--- src/rtl/mux_masters.sv ---
// Two-master round-robin arbiter onto a single req/ack bus, with read-data return routing.
// Define MUX_MASTERS_FIXED_PRIO_EN to make master 1 win every tie instead of round-robin.
module mux_masters #(
   parameter int unsigned N = 32
) (
   input  logic         clk,
   input  logic         rst,
   input  logic         master_1_req,
   input  logic [N-1:0] master_1_addr,
   input  logic         master_1_cmd,
   input  logic [N-1:0] master_1_wdata,
   output logic         master_1_ack,
   output logic [N-1:0] master_1_rdata,
   input  logic         master_2_req,
   input  logic [N-1:0] master_2_addr,
   input  logic         master_2_cmd,
   input  logic [N-1:0] master_2_wdata,
   output logic         master_2_ack,
   output logic [N-1:0] master_2_rdata,
   output logic         slave_req,
   output logic [N-1:0] slave_addr,
   output logic         slave_cmd,
   output logic [N-1:0] slave_wdata,
   input  logic         slave_ack,
   input  logic [N-1:0] slave_rdata
);

   // Master index encoding: 0 = master 1, 1 = master 2.
   logic lock_q, lock_d;
   logic owner_q, owner_d;
   logic rd_pend_q, rd_pend_d;
   logic rd_owner_q, rd_owner_d;
   logic gnt_valid, gnt_sel;
   logic gnt_cmd, accept, waiting;

`ifndef MUX_MASTERS_FIXED_PRIO_EN
   logic rr_last_q, rr_last_d;
`endif

   // Grant selection; a lock is honoured only while its owner keeps requesting.
   always_comb begin
      gnt_valid = 1'b0;
      gnt_sel   = 1'b0;
      if (lock_q && (owner_q ? master_2_req : master_1_req)) begin
         gnt_valid = 1'b1;
         gnt_sel   = owner_q;
      end else if (master_1_req && master_2_req) begin
         gnt_valid = 1'b1;
`ifdef MUX_MASTERS_FIXED_PRIO_EN
         gnt_sel   = 1'b0;
`else
         gnt_sel   = ~rr_last_q;
`endif
      end else if (master_1_req) begin
         gnt_valid = 1'b1;
         gnt_sel   = 1'b0;
      end else if (master_2_req) begin
         gnt_valid = 1'b1;
         gnt_sel   = 1'b1;
      end
   end

   assign gnt_cmd = gnt_sel ? master_2_cmd : master_1_cmd;
   assign accept  = gnt_valid & slave_ack;
   assign waiting = gnt_valid & ~slave_ack;

   always_comb begin
      lock_d     = waiting;
      owner_d    = waiting ? gnt_sel : owner_q;
      rd_pend_d  = accept & ~gnt_cmd;
      rd_owner_d = (accept & ~gnt_cmd) ? gnt_sel : rd_owner_q;
   end

   always_ff @(posedge clk) begin
      if (rst) begin
         lock_q     <= 1'b0;
         owner_q    <= 1'b0;
         rd_pend_q  <= 1'b0;
         rd_owner_q <= 1'b0;
      end else begin
         lock_q     <= lock_d;
         owner_q    <= owner_d;
         rd_pend_q  <= rd_pend_d;
         rd_owner_q <= rd_owner_d;
      end
   end

`ifndef MUX_MASTERS_FIXED_PRIO_EN
   assign rr_last_d = accept ? gnt_sel : rr_last_q;

   // Reset to master 2 so master 1 wins the first tie.
   always_ff @(posedge clk) begin
      if (rst) begin
         rr_last_q <= 1'b1;
      end else begin
         rr_last_q <= rr_last_d;
      end
   end
`endif

   // All outputs are held at zero while reset is asserted.
   always_comb begin
      slave_req      = 1'b0;
      slave_addr     = '0;
      slave_cmd      = 1'b0;
      slave_wdata    = '0;
      master_1_ack   = 1'b0;
      master_2_ack   = 1'b0;
      master_1_rdata = '0;
      master_2_rdata = '0;
      if (!rst) begin
         if (gnt_valid) begin
            slave_req   = 1'b1;
            slave_addr  = gnt_sel ? master_2_addr : master_1_addr;
            slave_cmd   = gnt_cmd;
            slave_wdata = gnt_sel ? master_2_wdata : master_1_wdata;
         end
         master_1_ack = accept & ~gnt_sel;
         master_2_ack = accept & gnt_sel;
         if (rd_pend_q) begin
            if (rd_owner_q) begin
               master_2_rdata = slave_rdata;
            end else begin
               master_1_rdata = slave_rdata;
            end
         end
      end
   end

endmodule

--- config.mk ---
export PLATFORM = sky130hd
export DESIGN_NAME = mux_masters
export DESIGN_NICKNAME = d
export VERILOG_FILES = /design/src/rtl/mux_masters.sv
export SDC_FILE = /design/constraint.sdc
export NUM_CORES = 1
export LEC_CHECK = 0
export ABC_CLOCK_PERIOD_IN_PS = 2050
export BUFFER_PORTS_ARGS = -buffer_cell sky130_fd_sc_hd__buf_4
export CORE_AREA = 5 5 112 114
export DETAILED_ROUTE_END_ITERATION = 10
export DIE_AREA = 0 0 117 119
export PLACE_DENSITY_LB_ADDON = 0.2
export REMOVE_ABC_BUFFERS = 1
export SETUP_SLACK_MARGIN = 0.15
export SLEW_MARGIN = 10
export SYNTH_ARGS = -nofsm -noshare
export SYNTH_HDL_FRONTEND = slang
export SYNTH_SLANG_ARGS = --single-unit
--- constraint.sdc ---
create_clock -name clk -period 2.05 [get_ports clk]
set_input_delay 0.41 -clock clk [delete_from_list [all_inputs] [get_ports clk]]
set_output_delay 0.41 -clock clk [all_outputs]
set_load 0.005 [all_outputs]
==> results.json, run 1 <==
{
  "io_buffers": 298,
  "finalHoldViolations": 0,
  "grt_pass1_wl_mm": 16.4,
  "synth_top_area_share_pct": 38.9,
  "grt_pass1_vias": 2747,
  "totalWireLength_mm": 12.6,
  "cellInternalPower_w": 0.000861,
  "finalSetupViolCount": 32,
  "postCtsHoldBufs": 0,
  "die_h_um": 119,
  "pwr-share-seq_pct": 9.0,
  "drt_first_iter_violations": 130,
  "max_stage_delay_ns": 0.37,
  "combPwrFrac_pct": 64.9,
  "dieArea_mm2": 0.0139,
  "yosys_register_bits": 5,
  "fill_cells": 1202,
  "p_leak_nw": 2.18,
  "yosysMostFrequentCell": "nor2_1",
  "grt-ovfl-total": 0,
  "diodes": 0,
  "ys.warnings.count": 0,
  "synthArstFlopShare_pct": 0,
  "drv_cap": 0,
  "fmax_mhz": 481,
  "cts_buffers": 3,
  "yosys.cell_types.count": 28,
  "htree_levels": 1,
  "via_per_inst": 4.37,
  "hold_path_class": "in -> reg",
  "antenna_left": 0,
  "cp-end-kind": "output port",
  "ios": 299,
  "finClkSkew_ns": 0.000618,
  "num_vias": 2855,
  "report.final.slew_viol_count": 0,
  "clockPowerShare_pct": 26.1,
  "ir_drop_uv": 247,
  "syn_to_final_growth_pct": 185,
  "power_switching_share_pct": 29.3,
  "clk_latency_ns": 0.22,
  "synth-edff-count": 0,
  "die_x_um": 117,
  "status": "complete, but fails checks",
  "worstMarginPinSlew_ns": 0.344,
  "cts_root_buf": "clkbuf_16",
  "syn_area_per_cell_um2": 6.69,
  "crit_top_cell": "buf_6",
  "track_usage_pct": 15.1,
  "drc": 0,
  "relSlewSlack_pct": 77.1,
  "dp_hpwl_mm": 9.79,
  "synth_area_leader_cell": "a22o_1",
  "antenna_found_initial": 0,
  "dpl_worst_slack_ns": 0.0182,
  "cts.sinks": 5,
  "violations": "setup timing",
  "crit_fanout": 8,
  "arrival_ns": 1.67,
  "dr.pass1.iters": 4,
  "cts_tree": "yes",
  "core_area_mm2": 0.0113,
  "stdcell_area_mm2": 0.00418,
  "synthesis.area_mm2": 0.00147,
  "cp_cell_sequence": "nand2b_4 -> a311oi_4 -> buf_6 -> buf_6 -> a22o_1 -> buf_4",
  "layout_setup_ws_ns": -0.0306,
  "path_class": "reg -> out",
  "period_share_pct": 101,
  "cp.required_ns": 1.64,
  "p_per_area_mw_per_mm2": 292,
  "drive_gt1_share_pct": 63.8,
  "ys_seq_area_share_pct": 6.83,
  "ys_top_cells_by_area": "a22o_1 (39%), nor2_1 (17%), nand2b_1 (15%)",
  "min_period_ns": 2.08,
  "start_util_pct": 12.9,
  "cts.reportedPaths.clkPinSlew_ns": 0.03,
  "routedWlPerCell_um": 19.2,
  "yosys-top-cells-count": "nor2_1 (66), a22o_1 (65), nand2b_1 (36)",
  "row_count": 39,
  "cp_slowest_cell": "a311oi_4",
  "place_area_mm2": 0.00381,
  "p_sw_w": 0.000357,
  "synth_cells": 219,
  "ys.flop_type": "dfxtp_1",
  "crit_path_start_kind": "flip-flop",
  "ff2ff_setup_slack_ns": 0.90,
  "ctsLongestPathBuffers": 2,
  "gp_congestion": 0.906,
  "rsz0062_at_grt": "true",
  "grt_start_max_net_pins": 40,
  "final_nets": 679
}
==> path summary, 6_finish.rpt <==
kind | from | to | cells after the start
setup / recovery | owner_q$_SDFFE_PP0P_ | slave_wdata[25] | 6
hold reg to reg | owner_q$_SDFFE_PP0P_ | owner_q$_SDFFE_PP0P_ | 2
setup reg to reg | lock_q$_SDFF_PP0_ | rd_pend_q$_SDFF_PP0_ | 4
hold / removal | slave_ack | lock_q$_SDFF_PP0_ | 2
==> metrics by stage <==
stage	TNS, ns	hold WS, ns	util (%)	total power, W	instances
final	-0.563	0.445	36.9	0.00122	654
after floorplan	-90.42	0.458	-	0.000321	194
after CTS	-1.78	0.447	35.6	0.00118	649
after global placement	0	0.472	33.7	0.000809	641
after detailed placement	0	0.476	33.7	0.000810	641
after global routing	-3.34	0.451	36.9	0.00129	654
==> worst max-delay path: cells and delay by family (launching register included) <==
kind	cells	cell delay, ns
AND/OR/NAND/NOR	1	0.16
AO/OA/AOI/OAI	2	0.52
flip-flops	1	0.30
buffers and inverters	3	0.46
==> logic make-up after synthesis <==
| family | share of synthesized area (%) |
|---|---|
| buffers and inverters | 10.9 |
| flip-flops | 6.83 |
| AO/OA/AOI/OAI | 43.5 |
| multiplexers | 1.37 |
| AND/OR/NAND/NOR | 37.4 |
==> flip-flops by register name (all words and copies together), names as in the netlist <==
| register | cells |
|---|---|
| owner_q | 1 |
| rd_pend_q | 1 |
| rr_last_q | 1 |
| rd_owner_q | 1 |
| lock_q | 1 |
==> layout make-up <==
class                   instances  area (um^2)  area share (%)
clock buffers                   4         78.8            1.89
inverters                       1         3.75          0.0899
repair buffers                313         2560            61.3
well taps                     143          179            4.29
flip-flops and latches          5          101            2.43
multi-input cells             188         1250            30.0
==> power by group through the flow <==
stage | registers [W] | clock network [W] | logic (W)
after global routing | 0.000110 | 0.000335 | 0.000845
after detailed placement | 0.000110 | 0 | 0.000701
final | 0.000109 | 0.000319 | 0.000791
after floorplan | 0.000109 | 0 | 0.000212
after global placement | 0.000109 | 0 | 0.000700
after CTS | 0.000108 | 0.000325 | 0.000748
==> layer usage <==
layer	track usage, %	vias to the layer above	wire [um]
li1	-	1376	-
met1	17.7	1307	4720
met2	26.6	154	6160
met3	5.07	18	1460
met4	3.08	0	240
met5	0	-	0
==> cell usage in the layout (no fill, tap or decap), types with 4 or more instances in the layout <==
cell       count
buf_4        282
buf_6         23
clkbuf_16      6
a22o_1        64
nor2_1        66
dfxtp_1        4
nand2b_1      34
==> what timing repair did <==
action | in CTS | in global routing
gates cloned | 2 | 5
buffers inserted | 2 | 0
endpoints found under the setup margin | 67 | 67
gates resized for setup | 20 | 11
pin swaps | 1 | 9
Power figures use the tool's default switching activity.
==> inputs of run 2 (changes only) <==
--- a/config.mk
+++ b/config.mk
@@ -7,10 +7,9 @@
 export LEC_CHECK = 0
 export ABC_CLOCK_PERIOD_IN_PS = 2050
 export BUFFER_PORTS_ARGS = -buffer_cell sky130_fd_sc_hd__buf_4
-export CORE_AREA = 5 5 112 114
+export CORE_AREA = 2 2 116 118
 export DETAILED_ROUTE_END_ITERATION = 10
-export DIE_AREA = 0 0 117 119
-export PLACE_DENSITY_LB_ADDON = 0.2
+export DIE_AREA = 0 0 118 120
 export REMOVE_ABC_BUFFERS = 1
 export SETUP_SLACK_MARGIN = 0.15
 export SLEW_MARGIN = 10
==> results.json, run 2 (synthesis results as in run 1) <==
{
  "syn_to_final_growth_pct": 190,
  "gp_congestion": 0.807,
  "p_leak_nw": 2.21,
  "relSlewSlack_pct": 75.3,
  "dieArea_mm2": 0.0142,
  "track_usage_pct": 13.7,
  "grt_start_max_net_pins": 36,
  "ctsLongestPathBuffers": 2,
  "drv_cap": 0,
  "met2WireLength_mm": 5.73,
  "dr.max_layer_used": "met4",
  "place_area_mm2": 0.00385,
  "die_h_um": 120,
  "num_vias": 2878,
  "fmax_mhz": 482,
  "dr.pass1.iters": 4,
  "crit_path_start_kind": "flip-flop",
  "start_util_pct": 11.3,
  "violations": "setup timing",
  "via_per_inst": 4.16,
  "route.met3.wl_um": 720,
  "grt_pass1_wl_mm": 15.5,
  "postCtsHoldBufs": 0,
  "final_cell_mix": "buf_4 (300), nor2_1 (66), a22o_1 (64)",
  "htree_levels": 1,
  "ir_drop_uv": 210,
  "hold_path_class": "in -> reg",
  "antenna_left": 0,
  "io_buffers": 298,
  "stdcell_area_mm2": 0.00425,
  "grt_pass1_vias": 2793,
  "totalWireLength_mm": 11.2,
  "cp-end-kind": "output port",
  "core_area_mm2": 0.0130,
  "p_per_area_mw_per_mm2": 289,
  "period_share_pct": 101,
  "finalSetupViolCount": 25,
  "arrival_ns": 1.66,
  "cts_tree": "yes",
  "power.total_w": 0.00123,
  "cts_root_buf": "clkbuf_16",
  "cts.reportedPaths.clkPinSlew_ns": 0.03,
  "min_period_ns": 2.07,
  "antenna_found_initial": 0,
  "finClkSkew_ns": 0.000217,
  "drc": 0,
  "cts.sinks": 5,
  "finalHoldViolations": 0,
  "cp.required_ns": 1.64,
  "drive_gt1_share_pct": 64.1,
  "ios": 299,
  "cts_buffers": 3,
  "drt_first_iter_violations": 108,
  "report.final.slew_viol_count": 0,
  "path_class": "reg -> out",
  "routedWlPerCell_um": 16.3,
  "final_nets": 683,
  "fill_cells": 1373,
  "layout_setup_ws_ns": -0.0239,
  "tns_ns": -0.257,
  "row_count": 42,
  "rsz0062_at_grt": "true",
  "wl_met1_mm": 4.66,
  "grt-ovfl-total": 0,
  "diodes": 0,
  "die_x_um": 118,
  "dp_hpwl_mm": 8.19,
  "worstMarginPinSlew_ns": 0.369,
  "crit_fanout": 16,
  "layout_commonest_cell": "buf_4",
  "clk_latency_ns": 0.23,
  "whs_ns": 0.442,
  "status": "complete, but fails checks"
}
==> run 2: worst paths after layout <==
path	slack, ns	endpoint	start	cells past startpoint
min reg2reg	0.49	owner_q$_SDFFE_PP0P_	owner_q$_SDFFE_PP0P_	2
max reg2reg	0.86	rd_owner_q$_SDFFE_PP0P_	lock_q$_SDFF_PP0_	5
max	-0.02	slave_wdata[10]	owner_q$_SDFFE_PP0P_	6
min	0.44	lock_q$_SDFF_PP0_	slave_ack	2
==> run 2: what timing repair did <==
action / in CTS / in global routing
gates cloned: 4 / 3
setup endpoints to repair: 67 / 67
hold endpoints to repair: 0 / 0
resized for setup: 11 / 6
setup buffers: 6 / 1
pin swaps: 4 / 3
==> run 2: per-stage QoR <==
step	setup WS, ns	cells	util (%)
final	-0.0239	691	32.7
after global routing	-0.0717	691	32.7
after global placement	0.108	673	29.6
after CTS	-0.0363	687	31.9
after detailed placement	0.0615	673	29.6
after floorplan	-1.37	194	-
==> run 2: critical path: stages, from the launching register on <==
cell and delay, ns:
dfxtp_1 0.30, nand2b_4 0.16, a311oi_4 0.33, buf_6 0.18
clkbuf_16 0.18, a22o_1 0.17, buf_4 0.11
==> run 2: where the power goes <==
group          leakage [nW]  total, W  switching [W]  internal [W]
logic                  2.13  0.000796       0.000290      0.000506
clock network        0.0382  0.000322      0.0000647      0.000258
registers            0.0415  0.000110     0.00000525      0.000104
==> run 2: area by class of cell <==
| cell class | instances | area (um^2) | area share [%] |
|---|---|---|---|
| Timing Repair Buffer | 317 | 2580 | 60.9 |
| Multi-Input combinational cell | 188 | 1260 | 29.6 |
| Tap cell | 176 | 220 | 5.19 |
| Sequential cell | 5 | 101 | 2.39 |
| Clock buffer | 4 | 78.8 | 1.86 |
| Inverter | 1 | 3.75 | 0.0884 |
==> run 2: routing by layer <==
layer | track usage, % | vias up
li1 | - | 1386
met1 | 17.4 | 1337
met2 | 24.5 | 145
met3 | 2.23 | 10
met4 | 2.79 | 0
met5 | 0 | -
==> inputs of run 3 (changes only) <==
--- a/config.mk
+++ b/config.mk
@@ -12,6 +12,7 @@
 export DIE_AREA = 0 0 118 120
 export REMOVE_ABC_BUFFERS = 1
 export SETUP_SLACK_MARGIN = 0.15
+export SKIP_CTS_REPAIR_TIMING = 1
 export SLEW_MARGIN = 10
 export SYNTH_ARGS = -nofsm -noshare
 export SYNTH_HDL_FRONTEND = slang
==> results.json, run 3 (synthesis results as in run 1) <==
{
  "syn_to_final_growth_pct": 182,
  "dr.pass1.iters": 4,
  "antenna_left": 0,
  "final_nets": 677,
  "grt_pass1_vias": 2642,
  "drt_first_iter_violations": 113,
  "dieArea_mm2": 0.0142,
  "ctsLongestPathBuffers": 2,
  "core_area_mm2": 0.0130,
  "htree_levels": 1,
  "relSlewSlack_pct": 76.2,
  "cts_buffers": 3,
  "placedCellCount": 673,
  "whs_ns": 0.439,
  "report.final.slew_viol_count": 0,
  "min_path_cells": 2,
  "cp-end-kind": "output port",
  "die_x_um": 118,
  "fmax_mhz": 481,
  "hold_path_class": "in -> reg",
  "rsz0062_at_grt": "true",
  "grt_pass1_wl_mm": 14.1,
  "ir_drop_uv": 211,
  "ff2ff_setup_slack_ns": 0.82,
  "gp_congestion": 0.807,
  "worst_hold_startpoint": "slave_ack",
  "finalHoldViolations": 0,
  "arrival_ns": 1.67,
  "cp.required_ns": 1.64,
  "layout_commonest_cell": "buf_4",
  "drive_gt1_share_pct": 63.3,
  "num_vias": 2852,
  "max_stage_delay_ns": 0.34,
  "grt-ovfl-total": 0,
  "clk_latency_ns": 0.23,
  "cp_cell_sequence": "nand2b_4 -> a21oi_4 -> nor3b_4 -> buf_6 -> clkbuf_16 -> a22o_1 -> buf_4",
  "cts.reportedPaths.clkPinSlew_ns": 0.03,
  "antenna_found_initial": 0,
  "worstMarginPinSlew_ns": 0.356,
  "dpl_worst_slack_ns": 0.0615,
  "routedWlPerCell_um": 16.1,
  "path_class": "reg -> out",
  "place_area_mm2": 0.00385,
  "start_util_pct": 11.3,
  "cts_tree": "yes",
  "min_period_ns": 2.08,
  "final_cell_mix": "buf_4 (294), nor2_1 (66), a22o_1 (64)",
  "r2r_cells": 4,
  "violations": "setup timing",
  "drv_cap": 0,
  "layout_setup_ws_ns": -0.0297,
  "stdcell_area_mm2": 0.00414,
  "io_buffers": 298,
  "hold_path_end": "lock_q$_SDFF_PP0_",
  "drc": 0,
  "ios": 299,
  "die_h_um": 120,
  "stdcell_count": 685,
  "grt_start_max_net_pins": 67,
  "cts.sinks": 5,
  "crit_fanout": 16,
  "cts_root_buf": "clkbuf_16",
  "r2r_end": "rd_pend_q$_SDFF_PP0_",
  "period_share_pct": 101,
  "p_per_area_mw_per_mm2": 290,
  "finClkSkew_ns": 0.000125,
  "status": "complete, but fails checks",
  "row_count": 42,
  "track_usage_pct": 12.3,
  "diodes": 0,
  "p_leak_nw": 2.15,
  "totalWireLength_mm": 11.0,
  "cp_slowest_cell": "dfxtp_2",
  "power.total_w": 0.00120,
  "reg2reg_from": "lock_q$_SDFF_PP0_",
  "via_per_inst": 4.16,
  "finalSetupViolCount": 23,
  "crit_path_start_kind": "flip-flop",
  "dp_hpwl_mm": 8.19
}
[run 3: cell type report]
type | count | area [um^2]
clock buffer | 4 | 78.8
fill | 1385 | 8840
inverter | 1 | 3.75
multi-input combinational | 188 | 1250
sequential | 5 | 101
tap | 176 | 220
timing repair buffer | 311 | 2490
[run 3: worst max-delay path by stage]
stage          slack [ns]  cells after the start              end                  from
3_5_place_dp         0.06                      7  slave_wdata[24]          master_1_req
4_1_cts             -0.06                      5  slave_wdata[24]  owner_q$_SDFFE_PP0P_
6_report            -0.03                      7  slave_wdata[14]     lock_q$_SDFF_PP0_
2_1_floorplan       -1.37                      3    slave_addr[0]  owner_q$_SDFFE_PP0P_
5_1_grt             -0.08                      7  slave_wdata[14]     lock_q$_SDFF_PP0_
3_3_place_gp         0.11                      7   slave_wdata[8]          master_1_req
[run 3: per-layer routing]
layer  routed length, um  track usage, %  vias up
li1                    -               -     1371
met1                4390            15.1     1317
met2                5680            22.3      154
met3                 823            2.23       10
met4                 124            2.79        0
met5                   0               0        -
[run 3: worst max-delay path: cells and delay by family (launching register included)]
kind                   cells  cell delay [ns]
DFF                        1             0.34
and+or+nand+nor            2             0.41
AOI/OAI and AO/OA          2             0.21
buffers and inverters      3             0.48
[run 3: report_power, final]
group / switching, W / internal (W)
sequential: 0.00000521 / 0.000104
combinational: 0.000282 / 0.000483
clock: 0.0000666 / 0.000258
[run 3: stage by stage]
step           util, %  TNS (ns)
2_1_floorplan        -    -90.42
3_3_place_gp      29.6         0
3_5_place_dp      29.6         0
4_1_cts           30.2    -0.916
5_1_grt           31.9     -3.50
6_report          31.9    -0.394
